[src/rtl/hazard_unit.sv]
`default_nettype none
// ============================================================================
//  Module      : hazard_unit
//  Description : Pipeline hazard detection for a 5-stage MIPS-style core.
//                Detects load-use, branch-compare and multiply/divide
//                hazards and drives stall/flush controls. Tracks the busy
//                window of the multi-cycle mult/div unit and keeps a
//                saturating count of stalled cycles.
//  Ports       :
//    clk, rst                  clock, asynchronous active-low reset
//    rsD, rtD                  Decode source registers
//    branchD, mfhiloD,
//    mdStartD, pcSrcD          Decode instruction class / taken branch
//    rtE, writeRegisterE       Execute load target / destination
//    regWriteE, memToRegE,
//    mdStartE                  Execute control
//    writeRegisterM, memToRegM Memory-stage destination / load flag
//    clrCount                  synchronous clear of stallCount
//    stallF, stallD, flushE    stall PC and F/D register, bubble into D/E
//    flushD                    clear F/D register on taken branch
//    mdBusy, mdDone            mult/div busy level and completion pulse
//    stallCount                saturating stalled-cycle counter
//  Revision    : 1.0 - initial release
// ============================================================================
module hazard_unit #(
    parameter int MD_LATENCY = 32,
    parameter int CNT_WIDTH  = 16
) (
    input  logic                 clk,
    input  logic                 rst,
    input  logic [4:0]           rsD,
    input  logic [4:0]           rtD,
    input  logic                 branchD,
    input  logic                 mfhiloD,
    input  logic                 mdStartD,
    input  logic                 pcSrcD,
    input  logic [4:0]           rtE,
    input  logic [4:0]           writeRegisterE,
    input  logic                 regWriteE,
    input  logic                 memToRegE,
    input  logic                 mdStartE,
    input  logic [4:0]           writeRegisterM,
    input  logic                 memToRegM,
    input  logic                 clrCount,
    output logic                 stallF,
    output logic                 stallD,
    output logic                 flushE,
    output logic                 flushD,
    output logic                 mdBusy,
    output logic                 mdDone,
    output logic [CNT_WIDTH-1:0] stallCount
);

    localparam int                   MD_CW   = $clog2(MD_LATENCY + 1);
    localparam logic [MD_CW-1:0]     MD_LOAD = MD_CW'(MD_LATENCY);
    localparam logic [MD_CW-1:0]     MD_ONE  = MD_CW'(1);
    localparam logic [CNT_WIDTH-1:0] CNT_MAX = '1;

    // ------------------------------------------------------------------
    // Hazard detection (purely combinational, zero latency)
    // ------------------------------------------------------------------
    logic w_lw_stall;
    logic w_br_stall;
    logic w_md_stall;
    logic w_stall;
    logic w_exe_hit;
    logic w_mem_hit;

    logic             md_busy_q, md_busy_d;
    logic             md_done_q, md_done_d;
    logic [MD_CW-1:0] md_cnt_q,  md_cnt_d;
    logic [CNT_WIDTH-1:0] stall_cnt_q, stall_cnt_d;

    // Register 0 is hardwired to zero, so a nonzero check gates every match.
    assign w_lw_stall = memToRegE && (rtE != 5'd0) && ((rtE == rsD) || (rtE == rtD));

    assign w_exe_hit  = regWriteE && (writeRegisterE != 5'd0) &&
                        ((writeRegisterE == rsD) || (writeRegisterE == rtD));
    // A load in Memory has no data yet, so a Decode-stage compare must wait.
    assign w_mem_hit  = memToRegM && (writeRegisterM != 5'd0) &&
                        ((writeRegisterM == rsD) || (writeRegisterM == rtD));
    assign w_br_stall = branchD && (w_exe_hit || w_mem_hit);

    // mdStartE counts as busy so a back-to-back HI/LO access cannot slip past.
    assign w_md_stall = (mfhiloD || mdStartD) && (md_busy_q || mdStartE);

    assign w_stall = w_lw_stall || w_br_stall || w_md_stall;

    assign stallF     = w_stall;
    assign stallD     = w_stall;
    assign flushE     = w_stall;
    assign flushD     = pcSrcD && !w_stall;

    assign mdBusy     = md_busy_q;
    assign mdDone     = md_done_q;
    assign stallCount = stall_cnt_q;

    // ------------------------------------------------------------------
    // Mult/div busy tracker and stall counter next-state
    // ------------------------------------------------------------------
    always_comb begin
        md_busy_d   = md_busy_q;
        md_done_d   = 1'b0;
        md_cnt_d    = md_cnt_q;
        stall_cnt_d = stall_cnt_q;

        if (md_busy_q) begin
            // Starts arriving while busy are ignored: no reload, no extension.
            md_cnt_d = md_cnt_q - MD_ONE;
            if (md_cnt_q == MD_ONE) begin
                md_busy_d = 1'b0;
                md_done_d = 1'b1;
            end
        end else if (mdStartE) begin
            md_cnt_d  = MD_LOAD;
            md_busy_d = 1'b1;
        end

        if (clrCount) begin
            stall_cnt_d = '0;
        end else if (w_stall && (stall_cnt_q != CNT_MAX)) begin
            stall_cnt_d = stall_cnt_q + 1'b1;
        end
    end

    always_ff @(posedge clk or negedge rst) begin
        if (!rst) begin
            md_busy_q   <= 1'b0;
            md_done_q   <= 1'b0;
            md_cnt_q    <= '0;
            stall_cnt_q <= '0;
        end else begin
            md_busy_q   <= md_busy_d;
            md_done_q   <= md_done_d;
            md_cnt_q    <= md_cnt_d;
            stall_cnt_q <= stall_cnt_d;
        end
    end

endmodule
`default_nettype wire

[config.mk]
export PLATFORM = sky130hd
export DESIGN_NAME = hazard_unit
export DESIGN_NICKNAME = d
export VERILOG_FILES = /design/src/rtl/hazard_unit.sv
export SDC_FILE = /design/constraint.sdc
export NUM_CORES = 1
export LEC_CHECK = 0
export BUFFER_PORTS_ARGS = -buffer_cell sky130_fd_sc_hd__buf_2
export CAP_MARGIN = 5
export CELL_PAD_IN_SITES_DETAIL_PLACEMENT = 1
export CELL_PAD_IN_SITES_GLOBAL_PLACEMENT = 2
export CORE_ASPECT_RATIO = 1.1
export CORE_UTILIZATION = 31
export DETAILED_ROUTE_END_ITERATION = 12
export PLACE_DENSITY_LB_ADDON = 0.1
export SYNTH_ARGS = -nofsm -noshare
export SYNTH_HDL_FRONTEND = slang
export SYNTH_SLANG_ARGS = --single-unit
[constraint.sdc]
create_clock -name clk -period 5.22 [get_ports clk]
set_input_delay 1.044 -clock clk [delete_from_list [all_inputs] [get_ports clk]]
set_output_delay 1.044 -clock clk [all_outputs]
set_load 0.05 [all_outputs]
==> out/results.ini, run 1 <==
[run_status]
status = finished clean

[global_routing]
track_usage_pct = 16.7
grt_max_degree = 25
grt_pass1_wl_um = 7470
grt.overflow.total = 0
grt_pass1_vias = 1560
antenna_found_initial = 0

[setup_path]
cp.arrival_ns = 2.72
start_kind = input pin
max_stage_delay_ns = 0.52
worst_setup_path_end_kind = primary output
cp_max_fo = 4
required_ns = 4.18
cpMostUsedCell = buf_2
setup.worst_path.class = input pin to primary output
critPathSlowestCell = or4_1
path_cells = buf_2, or4_1, o21ai_0, o22ai_2, nor2_1, and2_1, buf_2

[logic_synthesis]
ys_warn_count = 0
syn_nets = 229
synth_common_cells = xor2_1, dfrtp_1, nor2_1
ys_ff_latch = 24
synth.area.top_cells = dfrtp_1, xor2_1, a21oi_1
synth.largest_area_cell = dfrtp_1
yosysSeqAreaShare_pct = 35.7
synth-edff-count = 0
netlist_area_mm2 = 0.00168
syn_inst = 190
synth-main-ff-cell = dfrtp_1
ys_types = 40
synth_most_common_cell = xor2_1
syn_area_per_cell_um2 = 8.85
netlist.area_leader.share_pct = 35.7
async_flop_share_pct = 100

[route]
drc = 0
wire_per_inst_um = 14.3
vias = 1589
firstDrtPassIters = 2
met2WireLength_um = 2160
drtIter0Drc = 52
vias_per_cell = 5.03
top_layer = met4
antenna_left = 0
dr_wl_met3_um = 175
wl_met1_um = 2140
routed_wirelength_um = 4520

[floorplanning]
start_util_pct = 33.0
core-area_mm2 = 0.00510
die_w_um = 72.2
dieArea_mm2 = 0.00572
rows = 27
die_h_um = 79.2
io_pins = 58

[cts]
cts_root_buf = clkbuf_8
cts-htree-levels = 1
cts_buffers = 3
cts.clk_slew.worst_paths_ns = 0.09
cts_hold_buffers = 0
cts_tree = done
cts_setup_buffers = 0
clk_latency_ns = 0.27
clk_path_buf_depth = 2
cts_sinks = 24
post_cts_resized = 0

[timing]
grt_setup_unrepaired = false
finalClockSkew_ns = 0.00826
maxSlewHeadroom_pct = 48.8
finalCriticalPeriod_ns = 3.77
finalHoldViolations = 0
fin_setup_tns_ns = 0
period_share_pct = 72.2
fmax_mhz = 265
worstMarginPinSlew_ns = 0.769
fin_ws_ns = 1.45
setup-violations-final = 0
drv_slew = 0

[job]
maxCapViolCount = 0

[cells_and_area]
n_fill_cell = 617
antenna_cells = 0
areaGrowthSynthToFinish_pct = 23.4
layout.nets = 284
layout-drive-gt1-share_pct = 27.5

[pwr]
p_total_uw = 627
ir_worst_vdd_mv = 0.208
p_per_area_mw_per_mm2 = 302
leakagePower_uw = 0.000937

[placement]
gp_congestion = 0.771
place_ws_ns = 1.41
dp_hpwl_um = 3550
portBuffers = 57

[hold_path]
min_path_type = flop to flop

-- final cells by class --
type | count | area (µm²) | share of cell area, %
clock buffers | 3 | 41.3 | 1.99
clock inverters | 1 | 30.0 | 1.45
inverters | 7 | 26.3 | 1.27
multi-input cells | 152 | 1000 | 48.3
flip-flops and latches | 24 | 601 | 29.0
well taps | 72 | 90.1 | 4.34
repair buffers | 57 | 285 | 13.8
-- metrics by stage --
step	utilization (%)	cells	hold WS, ns	area, µm²
final	40.7	316	0.482	2070
after global routing	40.7	316	0.502	2070
after CTS	40.7	316	0.489	2070
after detailed placement	39.3	312	0.477	2000
after global placement	39.3	312	0.475	2000
after floorplan	-	190	0.441	1680
-- worst paths after layout --
| path | depth (start not counted) | from | endpoint | slack, ns |
|---|---|---|---|---|
| max reg2reg | 7 | stallCount[0] | stallCount[1] | 2.94 |
| min | 1 | md_cnt_q[5] | md_cnt_q[5] | 0.48 |
| max in group asynchronous | 1 | rst | md_cnt_q[5] | 4.05 |
| min in group asynchronous | 1 | rst | stallCount[13] | 0.77 |
| min reg2reg | 1 | md_cnt_q[5] | md_cnt_q[5] | 0.48 |
| max | 7 | rtE[1] | flushD | 1.45 |
-- metal layers --
layer  up-vias  GRT usage (%)
met3         6           2.66
met2        33           27.6
li1        782              -
met1       768           22.2
met4         0           4.90
met5         -              0
-- where the power goes --
| group | internal [µW] | switching, µW |
|---|---|---|
| clock | 103 | 63.8 |
| sequential | 218 | 33.9 |
| combinational | 76.3 | 132 |
| total | 397 | 230 |
-- cells in the final DEF (no fill, tap or decap), drive strengths merged, types with 2 or more instances in the layout --
| cell | count |
|---|---|
| a21oi | 13 |
| nor2 | 17 |
| o31ai | 2 |
| nand3 | 7 |
| o211ai | 2 |
| xor2 | 33 |
| ha | 3 |
| nor3 | 9 |
| a22oi | 3 |
| nor2b | 2 |
| o21ai | 13 |
| or3 | 10 |
| nand2b | 2 |
| clkbuf | 3 |
| or4 | 5 |
| o22ai | 4 |
| buf | 57 |
| nand2 | 10 |
| mux2i | 3 |
| inv | 7 |
| dfrtp | 24 |
| nand4 | 3 |
| o2111ai | 2 |
-- kinds of logic after synthesis --
kind of cell / Yosys count / synth area share [%]
multiplexers: 4 / 2.46
flip-flops: 24 / 35.7
buffers and inverters: 14 / 4.76
XOR/XNOR: 34 / 17.7
AND/OR/NAND/NOR: 70 / 21.7
AO/OA/AOI/OAI: 41 / 15.4
adder cells (fa/ha/maj): 3 / 2.23
-- flip-flops by register name, indices dropped and copies added, names as in the netlist --
name and cells:
md_cnt_q 6, mdDone 1, stallCount 16, mdBusy 1
-- worst max-delay path: cells and delay by family --
family / cells / cell delay (ns)
simple gates: 3 / 0.93
buf+inv: 2 / 0.37
compound gates: 2 / 0.37
Note: power is estimated with default switching activity, not from simulation.
==> run 2: changes to the inputs <==
--- a/config.mk
+++ b/config.mk
@@ -10,7 +10,7 @@
 export CELL_PAD_IN_SITES_DETAIL_PLACEMENT = 1
 export CELL_PAD_IN_SITES_GLOBAL_PLACEMENT = 2
 export CORE_ASPECT_RATIO = 1.1
-export CORE_UTILIZATION = 31
+export CORE_UTILIZATION = 29
 export DETAILED_ROUTE_END_ITERATION = 12
 export PLACE_DENSITY_LB_ADDON = 0.1
 export SYNTH_ARGS = -nofsm -noshare
==> constraint.sdc (replaced) <==
create_clock -name clk -period 3.5 [get_ports clk]
set_input_delay 0.7 -clock clk [delete_from_list [all_inputs] [get_ports clk]]
set_output_delay 0.7 -clock clk [all_outputs]
set_load 0.05 [all_outputs]
==> run 2 against run 1 <==
Global-route usage shrank 0.57 points; via count rose by 0.63%; critical path depth unchanged; largest power group unchanged; sequential share of layout area is 0.070 points higher; register-to-register slack worse by 1.7 ns; hold slack got worse by 0.059 ns; critical path type unchanged; clock skew is 0.0043 ns lower; die area rose by 6.7%; clock power up 17%; combinational power up 51%; utilization shrank 3.0 points.
==> out/results.ini, run 2 (synthesized netlist as in run 1, its figures left out) <==
[cells_and_area]
seq_area_um2 = 601  ; unchanged
areaGrowthSynthToFinish_pct = 23.1
instances_no_fill = 320  ; +1.3%
layout-drive-gt1-share_pct = 27.8  ; +0.30 points
n_fill_cell = 697  ; +13%
final_cell_mix = buf_2, xor2_1, dfrtp_1, nor2_1, a21oi_1
multiInputGateArea_mm2 = 0.00100  ; unchanged
layout.nets = 285  ; +0.35%
largest_reg_flops = 16  ; unchanged
final_common_cell = buf_2
antenna_cells = 0  ; unchanged

[route]
routed_wirelength_um = 4570  ; +1.1%
antenna_left = 0  ; unchanged
vias_per_cell = 5.00  ; -0.63%
firstDrtPassIters = 4  ; +2
drc = 0  ; unchanged
drtIter0Drc = 58  ; +12%
wire_per_inst_um = 14.3  ; -0.18%
vias = 1599  ; +0.63%

[cts]
clk_latency_ns = 0.27  ; about the same
cts_sinks = 24  ; unchanged
cts.clk_slew.worst_paths_ns = 0.09  ; about the same
cts_tree = done
post_cts_resized = 0  ; unchanged
cts_buffers = 3  ; unchanged
cts_root_buf = clkbuf_8
clk_path_buf_depth = 2  ; unchanged
cts_hold_buffers = 0  ; unchanged
cts_setup_buffers = 0  ; unchanged
cts-htree-levels = 1  ; unchanged

[setup_path]
cp_max_fo = 4  ; unchanged
worst_setup_path_end_kind = primary output
start_kind = input pin
cp.arrival_ns = 2.39  ; -0.33 ns
r2r_start = stallCount[0]
critPathLaunch = rtE[1]
setup.worst_path.class = input pin to primary output
required_ns = 2.80  ; -1.38 ns

[timing]
whs_ns = 0.423  ; -0.0586 ns
period_share_pct = 88.2
finalHoldViolations = 0  ; unchanged
maxSlewHeadroom_pct = 60.5  ; +12 points
fin_setup_tns_ns = 0  ; unchanged
grt_setup_unrepaired = false
setup-violations-final = 0  ; unchanged
worstMarginPinSlew_ns = 0.592  ; -0.176 ns
drv_slew = 0  ; unchanged
finalCriticalPeriod_ns = 3.09
finalClockSkew_ns = 0.00391  ; -0.00435 ns
fmax_mhz = 324

[run_status]
status = finished clean

[global_routing]
grt_max_degree = 25  ; unchanged
met1_usage_pct = 21.7  ; -0.45 points
busiest_layer = met2
grt_pass1_wl_um = 7450  ; -0.36%
met3_usage_pct = 2.45  ; -0.21 points
grt.overflow.total = 0  ; unchanged
grt_pass1_vias = 1535  ; -1.6%
grt_use_met2_pct = 26.8  ; -0.81 points
antenna_found_initial = 0  ; unchanged
track_usage_pct = 16.1  ; -0.57 points

[floorplanning]
rows = 28  ; +3.7%
dieArea_mm2 = 0.00611  ; +6.7%
core-area_mm2 = 0.00550  ; +7.8%
die_h_um = 81.9  ; +3.3%
io_pins = 58  ; unchanged
start_util_pct = 30.6  ; -2.4 points
die_w_um = 74.6  ; +3.3%

[job]
maxCapViolCount = 0  ; unchanged

[pwr]
leakagePower_uw = 0.000936  ; -0.19%
ir_worst_vdd_mv = 0.219  ; +5.1%
p_per_area_mw_per_mm2 = 427  ; +42%

[placement]
gp_congestion = 0.738  ; -4.2%
dp_hpwl_um = 3570  ; +0.54%
dp.cells = 316  ; +1.3%
portBuffers = 57  ; unchanged

[hold_path]
min_path_type = input pin to asynchronous set/reset pin

run 2: area by class of cell:
| type | count | area share, % |
|---|---|---|
| Multi-Input combinational cell | 152 | 48.4 |
| Sequential cell | 24 | 29.0 |
| Timing Repair Buffer | 58 | 14.1 |
| Tap cell | 75 | 4.53 |
| Clock buffer | 4 | 2.66 |
| Inverter | 7 | 1.27 |
run 2: worst paths after layout:
path	depth (start not counted)	end	slack, ns
max	7	flushD	0.41
min	1	stallCount[15]	0.42
max reg2reg	8	stallCount[1]	1.24
min reg2reg	1	md_cnt_q[5]	0.48
max in group asynchronous	1	md_cnt_q[0]	2.69
min in group clk	1	md_cnt_q[5]	0.48
run 2: report_power, final:
group	total (µW)	internal (µW)	switching [µW]	leakage (µW)
Sequential	376	325	50.4	0.000315
Combinational	314	116	198	0.000591
Clock	195	101	94.1	0.0000288
Total	885	542	343	0.000936
run 2: metal layers:
layer | vias to the layer above | wire (µm) | part of all wire [%]
met2 | 33 | 2160 | 47
met5 | - | 0 | 0
met4 | 0 | 53 | 1.2
li1 | 784 | - | -
met3 | 6 | 159 | 3.5
met1 | 776 | 2200 | 48
run 2: critical path, stage by stage:
cell and delay, ns:
buf_2 0.12, or4_1 0.52, o21ai_0 0.24, o22ai_2 0.15, nor2_1 0.25, and2_1 0.16, buf_2 0.25
run 2: per-stage QoR:
| stage | area [µm²] | util (%) | setup slack, ns | total power [µW] |
|---|---|---|---|---|
| floorplan | 1680 | - | 0.572 | 606 |
| global placement | 2010 | 36.6 | 0.426 | 697 |
| detailed placement | 2010 | 36.6 | 0.386 | 702 |
| CTS | 2070 | 37.6 | 0.384 | 902 |
| global route | 2070 | 37.6 | 0.301 | 953 |
| finish | 2070 | 37.6 | 0.413 | 885 |
==> run 3: changes to the inputs <==
--- a/config.mk
+++ b/config.mk
@@ -10,9 +10,10 @@
 export CELL_PAD_IN_SITES_DETAIL_PLACEMENT = 1
 export CELL_PAD_IN_SITES_GLOBAL_PLACEMENT = 2
 export CORE_ASPECT_RATIO = 1.1
-export CORE_UTILIZATION = 29
+export CORE_UTILIZATION = 31
 export DETAILED_ROUTE_END_ITERATION = 12
 export PLACE_DENSITY_LB_ADDON = 0.1
+export SLEW_MARGIN = 30
 export SYNTH_ARGS = -nofsm -noshare
 export SYNTH_HDL_FRONTEND = slang
 export SYNTH_SLANG_ARGS = --single-unit
==> constraint.sdc (replaced) <==
create_clock -name clk -period 3.6 [get_ports clk]
set_input_delay 0.72 -clock clk [delete_from_list [all_inputs] [get_ports clk]]
set_output_delay 0.72 -clock clk [all_outputs]
set_load 0.05 [all_outputs]
==> run 3 against run 2 <==
Register-to-register slack better by 0.18 ns; via count down 3.5%; first-iteration DRC count did not move; wire length shrank 1.4%; global-route usage grew 1.1 points; largest cell class unchanged; power increased by 2.6%; sequential cell count stayed put.
==> out/results.ini, run 3 (synthesized netlist as in run 1, its figures left out) <==
[run_status]
status = finished clean

[setup_path]
worst-r2r-cell-count = 8  ; unchanged
cp.buffers_inverters = 2  ; unchanged
cp_max_fo = 4  ; unchanged
cpMostUsedCell = buf_2
required_ns = 2.88  ; +0.08 ns
rrSetupSlack_ns = 1.42  ; +0.18 ns
cp.arrival_ns = 2.41  ; +0.02 ns
path_cells = buf_2, or4_1, o21ai_0, o22ai_2, nor2_1, and2_1, buf_2
critPathLaunch = rtE[1]
worst_setup_path_end_kind = primary output
start_kind = input pin
critPathTopFamily = simple AND/OR/NAND/NOR gates
r2r_end = stallCount[1]
critPathSlowestCell = or4_1
setup.worst_path.class = input pin to primary output
max_stage_delay_ns = 0.52  ; about the same
r2r_start = stallCount[0]

[pwr]
leakagePower_uw = 0.000943  ; +0.74%
pwr-share-seq_pct = 39.9  ; -2.6 points
p_clk_share_pct = 26.3  ; +4.3 points
p_switching_uw = 329  ; -3.9%
power_frac_comb_pct = 33.8  ; -1.7 points
p_sw_share_pct = 36.3  ; -2.5 points
ir_worst_vdd_mv = 0.266  ; +22%
p_per_area_mw_per_mm2 = 436  ; +2.0%
power.internal_uw = 578  ; +6.7%

[cts]
cts_tree = done
cts_setup_buffers = 0  ; unchanged
cts_sinks = 24  ; unchanged
cts_root_buf = clkbuf_8
clk_path_buf_depth = 2  ; unchanged
clk_latency_ns = 0.27  ; about the same
cts-htree-levels = 1  ; unchanged
cts.clk_slew.worst_paths_ns = 0.09  ; about the same
cts_buffers = 3  ; unchanged
cts_hold_buffers = 0  ; unchanged
post_cts_resized = 0  ; unchanged

[route]
drtIter0Drc = 58  ; unchanged
drc = 0  ; unchanged
vias_per_cell = 4.87  ; -2.6%
vias = 1543  ; -3.5%
firstDrtPassIters = 4  ; unchanged
wire_per_inst_um = 14.2  ; -0.51%
antenna_left = 0  ; unchanged
routed_wirelength_um = 4500  ; -1.4%

[floorplanning]
core-area_mm2 = 0.00510  ; -7.3%
die_w_um = 72.2  ; -3.2%
rows = 27  ; -3.6%
dieArea_mm2 = 0.00572  ; -6.3%
start_util_pct = 33.0  ; +2.4 points
io_pins = 58  ; unchanged
die_h_um = 79.2  ; -3.2%

[global_routing]
track_usage_pct = 17.2  ; +1.1 points
grt.overflow.total = 0  ; unchanged
grt_pass1_wl_um = 7710  ; +3.6%
grt_max_degree = 25  ; unchanged
antenna_found_initial = 0  ; unchanged
grt_pass1_vias = 1596  ; +4.0%

[cells_and_area]
areaGrowthSynthToFinish_pct = 23.8
largest_reg_flops = 16  ; unchanged
stdcell_area_mm2 = 0.00208  ; +0.60%
layout-drive-gt1-share_pct = 27.8  ; unchanged
layout.nets = 285  ; unchanged
final_cell_mix = buf_2, xor2_1, dfrtp_1, nor2_1, a21oi_1
final_common_cell = buf_2
antenna_cells = 0  ; unchanged

[timing]
fmax_mhz = 320
grt_setup_unrepaired = false
worstMarginPinSlew_ns = 0.609  ; +0.0162 ns
finalClockSkew_ns = 0.0128  ; +0.00888 ns
setup-violations-final = 0  ; unchanged
whs_ns = 0.448  ; +0.0250 ns
finalCriticalPeriod_ns = 3.13
finalHoldViolations = 0  ; unchanged
period_share_pct = 86.8
maxSlewHeadroom_pct = 59.4  ; -1.1 points
drv_slew = 0  ; unchanged
fin_setup_tns_ns = 0  ; unchanged

[hold_path]
min_path_type = input pin to asynchronous set/reset pin

[placement]
portBuffers = 57  ; unchanged
dp_hpwl_um = 3530  ; -1.2%
gp_congestion = 0.774  ; +4.8%
postPlaceCellArea_mm2 = 0.00201  ; -0.19%

[job]
maxCapViolCount = 0  ; unchanged

[run 3: how the worst max path moves through the flow]
stage | depth (start not counted) | slack, ns | to
3_3_place_gp | 7 | 0.48 | flushD
6_report | 7 | 0.47 | flushD
5_1_grt | 7 | 0.33 | flushD
2_1_floorplan | 6 | 0.63 | stallD
3_5_place_dp | 7 | 0.43 | flushD
4_1_cts | 7 | 0.43 | flushD
[run 3: layout make-up]
| class | count | area (µm²) |
|---|---|---|
| clock buffers | 3 | 41.3 |
| clock inverters | 1 | 30.0 |
| fillers | 636 | 3020 |
| inverters | 7 | 26.3 |
| multi-input cells | 152 | 1000 |
| flip-flops and latches | 24 | 601 |
| well taps | 72 | 90.1 |
| repair buffers | 58 | 293 |
[run 3: power groups by stage]
stage          sequential [µW]  clock [µW]  combinational [µW]
2_1_floorplan              394           0                 195
3_3_place_gp               371           0                 307
3_5_place_dp               369           0                 312
4_1_cts                    364         250                 313
5_1_grt                    372         263                 346
6_report                   362         239                 307
[run 3: routing by layer]
metal	vias up	wire, µm	global-route usage [%]
li1	782	-	-
met1	726	2130	23.4
met2	33	2180	28.7
met3	2	176	2.79
met4	0	24	2.94
met5	-	0	0
[run 3: metrics by stage]
step | std cells | utilization, % | total power, µW | worst slack (ns)
after global routing | 317 | 40.8 | 981 | 0.327
after floorplan | 190 | - | 589 | 0.632
after detailed placement | 313 | 39.4 | 681 | 0.433
after CTS | 317 | 40.8 | 928 | 0.435
final | 317 | 40.8 | 908 | 0.474
after global placement | 313 | 39.4 | 678 | 0.480
